--- src/rtl/serial_add_sub_pkg.sv ---
// Shared types and constants for the bit-serial adder/subtractor.
package serial_add_sub_pkg;

   typedef enum logic [1:0] {
      IDLE = 2'd0,
      RUN  = 2'd1,
      DONE = 2'd2
   } state_t;

   localparam logic MODE_ADD = 1'b0;
   localparam logic MODE_SUB = 1'b1;

endpackage

--- src/rtl/full_adder.sv ---
// Single-bit full adder cell; the only arithmetic in the serial datapath.
module full_adder (
   input  logic a,
   input  logic b,
   input  logic cin,
   output logic s,
   output logic cout
);

   assign s    = a ^ b ^ cin;
   assign cout = (a & b) | (cin & (a ^ b));

endmodule

--- src/rtl/serial_add_sub.sv ---
// Bit-serial WIDTH-bit add/sub, LSB first, one bit per clock through one full adder.
module serial_add_sub
   import serial_add_sub_pkg::*;
#(
   parameter int WIDTH = 8
) (
   input  logic             clk,
   input  logic             rst,
   input  logic             start,
   input  logic [WIDTH-1:0] a,
   input  logic [WIDTH-1:0] b,
   input  logic             mode,
   output logic             busy,
   output logic             done,
   output logic [WIDTH-1:0] ans,
   output logic             carry
);

   localparam int CW = (WIDTH > 1) ? $clog2(WIDTH) : 1;

   state_t           state, state_nx;
   logic [WIDTH-1:0] sa, sb, res_sh;
   logic             c_ff;
   logic [CW-1:0]    cnt;
   logic             s, cout, last;

   full_adder u_fa (
      .a    (sa[0]),
      .b    (sb[0]),
      .cin  (c_ff),
      .s    (s),
      .cout (cout)
   );

   assign last = (cnt == CW'(WIDTH - 1));
   assign busy = (state == RUN);
   assign done = (state == DONE);

   always_ff @(posedge clk) begin
      if (rst) state <= IDLE;
      else     state <= state_nx;
   end

   always_comb begin
      state_nx = state;
      case (state)
         IDLE:    if (start) state_nx = RUN;
         RUN:     if (last)  state_nx = DONE;
         DONE:    state_nx = IDLE;
         default: state_nx = IDLE;
      endcase
   end

   // Subtract is A + ~B + 1: invert B on capture and seed the carry with mode.
   always_ff @(posedge clk) begin
      if (rst) begin
         sa     <= '0;
         sb     <= '0;
         res_sh <= '0;
         c_ff   <= 1'b0;
         cnt    <= '0;
         ans    <= '0;
         carry  <= 1'b0;
      end else begin
         case (state)
            IDLE: if (start) begin
               sa     <= a;
               sb     <= (mode == MODE_SUB) ? ~b : b;
               c_ff   <= mode;
               res_sh <= '0;
               cnt    <= '0;
            end
            RUN: begin
               sa     <= sa >> 1;
               sb     <= sb >> 1;
               c_ff   <= cout;
               res_sh <= {s, res_sh[WIDTH-1:1]};
               cnt    <= cnt + 1'b1;
               if (last) begin
                  ans   <= {s, res_sh[WIDTH-1:1]};
                  carry <= cout;
               end
            end
            default: ;
         endcase
      end
   end

endmodule

--- config.mk ---
export PLATFORM = sky130hd
export DESIGN_NAME = serial_add_sub
export DESIGN_NICKNAME = d
export VERILOG_FILES = /design/src/rtl/serial_add_sub_pkg.sv /design/src/rtl/full_adder.sv /design/src/rtl/serial_add_sub.sv
export SDC_FILE = /design/constraint.sdc
export NUM_CORES = 1
export LEC_CHECK = 0
export ABC_AREA = 0
export CAP_MARGIN = 20
export CORE_UTILIZATION = 40
export CTS_BUF_LIST = sky130_fd_sc_hd__clkbuf_4 sky130_fd_sc_hd__clkbuf_8
export CTS_CLUSTER_DIAMETER = 60
export DETAILED_ROUTE_END_ITERATION = 8
export PLACE_DENSITY_LB_ADDON = 0.25
export SLEW_MARGIN = 20
export SYNTH_ARGS = -nofsm -noshare
export SYNTH_HDL_FRONTEND = slang
export SYNTH_HIERARCHICAL = 1
export SYNTH_SLANG_ARGS = --single-unit
--- constraint.sdc ---
create_clock -name clk -period 1.3 [get_ports clk]
set_input_delay 0.13 -clock clk [delete_from_list [all_inputs] [get_ports clk]]
set_output_delay 0.13 -clock clk [all_outputs]
set_load 0.02 [all_outputs]
==> impl_metrics.toml <==
[place]
pre_cts_slack_ns = -0.2765
port_buffers = 30
postPlaceCellArea_mm2 = 0.002016
gp_congestion = 0.6915
dp_hpwl_mm = 2.405

[pwr]
vdd_ir_drop_max_mv = 0.5652
total_power_mw = 2.480
p_per_area_mw_per_mm2 = 1142
power.leakage_nw = 0.8635

[finish]
fin_nets = 236
drive_above_1_share_pct = 19.63
finish.instance_area_mm2 = 0.002172
areaGrowthSynthToFinish_pct = 32.02
diodes = 0
num-fill-cells = 346
fin_util_pct = 57.18

[timing]
finalMaxSlewViolations = 0
worst_slew_pin_slew_ns = 0.4228
slew_headroom_pct = 71.74
fmax_mhz = 794.1
setup_viol = 0
timing.final.hold_violations = 0
holdWs_ns = 0.4507
period_share_pct = 96.87
layout_setup_ws_ns = 0.04073
skew_ns = 0.003571
min_period_ns = 1.259
grt_setup_unrepaired = "no"

[clocking]
clk_pin_slew_ns = 0.07
clock_path_buffers = 2
ctsHtreeMaxLevel = 2
insertion_delay_ns = 0.29
clkSinkCount = 38
cts_hold_buf = 0
clockRootBuffer = "clkbuf_8"
cts_tree = "done"
numCtsBuffers = 5

[worst_setup_path]
rrSetupSlack_ns = 0.04
worstReg2RegEnd = "sb[1]"
endpoint_kind = "flop"
ff2ff_path_depth = 4
critPathArrivalTime_ns = 1.48
critical_path_required_ns = 1.52
critPathLaunchType = "flop"
crit-reg2reg-launch = "state[0]"
path_class = "reg2reg"
crit_fanout = 7

[logic_synthesis]
ys_seq_area_share_pct = 46.24
avgSynthCellArea_um2 = 9.348
syn_inst = 176
synth_top_family_by_area = "compound AO/OA/AOI/OAI gates"
ys_types = 32
synth_edf_count = 0
synth.mux.area_fraction_pct = 0.6084
netlist_area_mm2 = 0.001645
synth-adder-area-share_pct = 2.738
synth.net_count = 199
ys.flop_type = "dfxtp_1"
synth_compound_area_share_pct = 26.39
synthXorXnorAreaFrac_pct = 4.259
synthSimpleGateAreaFrac_pct = 14.14
yosysWarnings = 6
synth-seq-cells = 38
async_reset_ff_share_pct = 0

[routing]
vias = 1384
ant_nets = 0
wire_per_inst_um = 13.52
routed_wl_mm = 3.542
route.detailed.drc = 0
via_per_inst = 5.282
dr.first_iter.drc_count = 81
drt_pre_antenna_iters = 4

[worst_hold_path]
hold_class = "reg2reg"
worstHoldStart = "ans[1]"
min_to = "ans[1]"
worstHoldPathCells = 2

[run_status]
status = "complete, no violations"

[floorplan]
rows = 22
die_y_um = 66.14
start_util_pct = 43.31
coreArea_mm2 = 0.003799
ios = 31
die-area_mm2 = 0.004374
die_w_um = 66.14

[global_route]
grt_max_degree = 39
grt_pass1_wl_mm = 5.989
overflow = 0
grt_pass1_vias = 1307
antenna_found_initial = 0
gr-usage-all-layers_pct = 18.68

[run]
cap_violations = 0
## synthesized netlist by cell type, types with 2 or more instances
| cell type | instances | area share (%) |
|---|---|---|
| a211oi_1 | 9 | 4.1 |
| clkbuf_1 | 4 | 0.91 |
| o22ai_2 | 7 | 5.3 |
| o2bb2ai_1 | 6 | 3.2 |
| buf_4 | 2 | 0.91 |
| nand3_1 | 8 | 2.4 |
| a22oi_1 | 17 | 7.8 |
| buf_2 | 8 | 2.4 |
| ha_1 | 2 | 1.5 |
| a21oi_1 | 8 | 2.4 |
| o22ai_1 | 3 | 1.1 |
| nand2_1 | 11 | 2.5 |
| nor2_1 | 27 | 6.2 |
| nor2b_1 | 2 | 0.76 |
| dfxtp_1 | 38 | 46 |
| xnor2_1 | 7 | 3.7 |
| o21ai_0 | 2 | 0.61 |
## cell families (layout without fill, tap and decap cells)
group,count (synthesis),in the layout
adders and majority gates,3,3
AOI/OAI and AO/OA,55,55
DFF,38,38
buffers and inverters,18,55
and+or+nand+nor,53,54
xor gates and xnor gates,8,8
muxes,1,1
## cell type report
| class | instances | area, um^2 | share of cell area, % |
|---|---|---|---|
| Clock inverter | 1 | 5.005 | 0.2304 |
| Tap cell | 48 | 60.06 | 2.765 |
| Sequential cell | 38 | 762.0 | 35.08 |
| Clock buffer | 7 | 90.09 | 4.147 |
| Multi-Input combinational cell | 121 | 855.8 | 39.40 |
| Timing Repair Buffer | 44 | 387.9 | 17.86 |
| Inverter | 3 | 11.26 | 0.5184 |
## registers in the layout, indices dropped and copies added (netlist names)
name,flops
sb,8
cnt,3
state,2
res_sh,7
c_ff,1
ans,8
carry,1
sa,8
## where the power goes
part,total (mW),internal (mW),switching (mW)
sequential,1.26,1.22,0.0374
clock,0.849,0.448,0.400
combinational,0.373,0.192,0.181
## layout by cell type (no fill, tap or decap), types with 2 or more instances in the layout
master,Yosys,routed
a211oi_1,9,9
a21oi_1,8,8
a22oi_1,17,15
a22oi_2,0,2
buf_2,8,2
buf_4,2,13
clkbuf_8,0,6
clkdlybuf4s50_1,0,19
dfxtp_1,38,37
dlygate4sd2_1,0,9
nand2_1,11,11
nand3_1,8,8
nor2_1,27,27
o21ai_0,2,2
o22ai_1,3,3
o22ai_2,7,7
o2bb2ai_1,6,6
xnor2_1,7,7
## worst max-delay path: stages, from the launching register on
cell and delay (ns):
dfxtp_2 0.34, buf_6 0.12, or2_1 0.22, or3_4 0.40
o22ai_2 0.11
## per-stage QoR
stage / instances / setup TNS, ns
2_1_floorplan: 176 / 0
3_3_place_gp: 250 / -3.390
3_5_place_dp: 250 / -4.766
4_1_cts: 262 / -0.001779
5_1_grt: 262 / 0
6_report: 262 / 0
## worst max path at each step
stage          slack [ns]      from  depth (start not counted)    end
2_1_floorplan      0.0008    cnt[0]                          6  carry
3_3_place_gp        -0.20     start                          4  sb[3]
3_5_place_dp        -0.28     start                          4  sb[4]
4_1_cts            -0.002  state[0]                          4  sb[4]
5_1_grt             0.003  state[1]                          4  sb[3]
6_report             0.04  state[0]                          4  sb[1]
## metal layers
metal | GRT usage (%) | up-vias | share of wire, %
li1 | - | 705 | -
met1 | 22.77 | 640 | 44
met2 | 30.10 | 33 | 50
met3 | 5.690 | 6 | 4.4
met4 | 8.245 | 0 | 1.7
met5 | 0 | - | 0
## timing repair
action / 4_1_cts / 5_1_grt
setup endpoints to repair: 28 / 17
pin swaps: 5 / 2
buffers inserted: 3 / 0
gates cloned: 1 / 0
resized for setup: 21 / 6
Power figures use the tool's default switching activity.
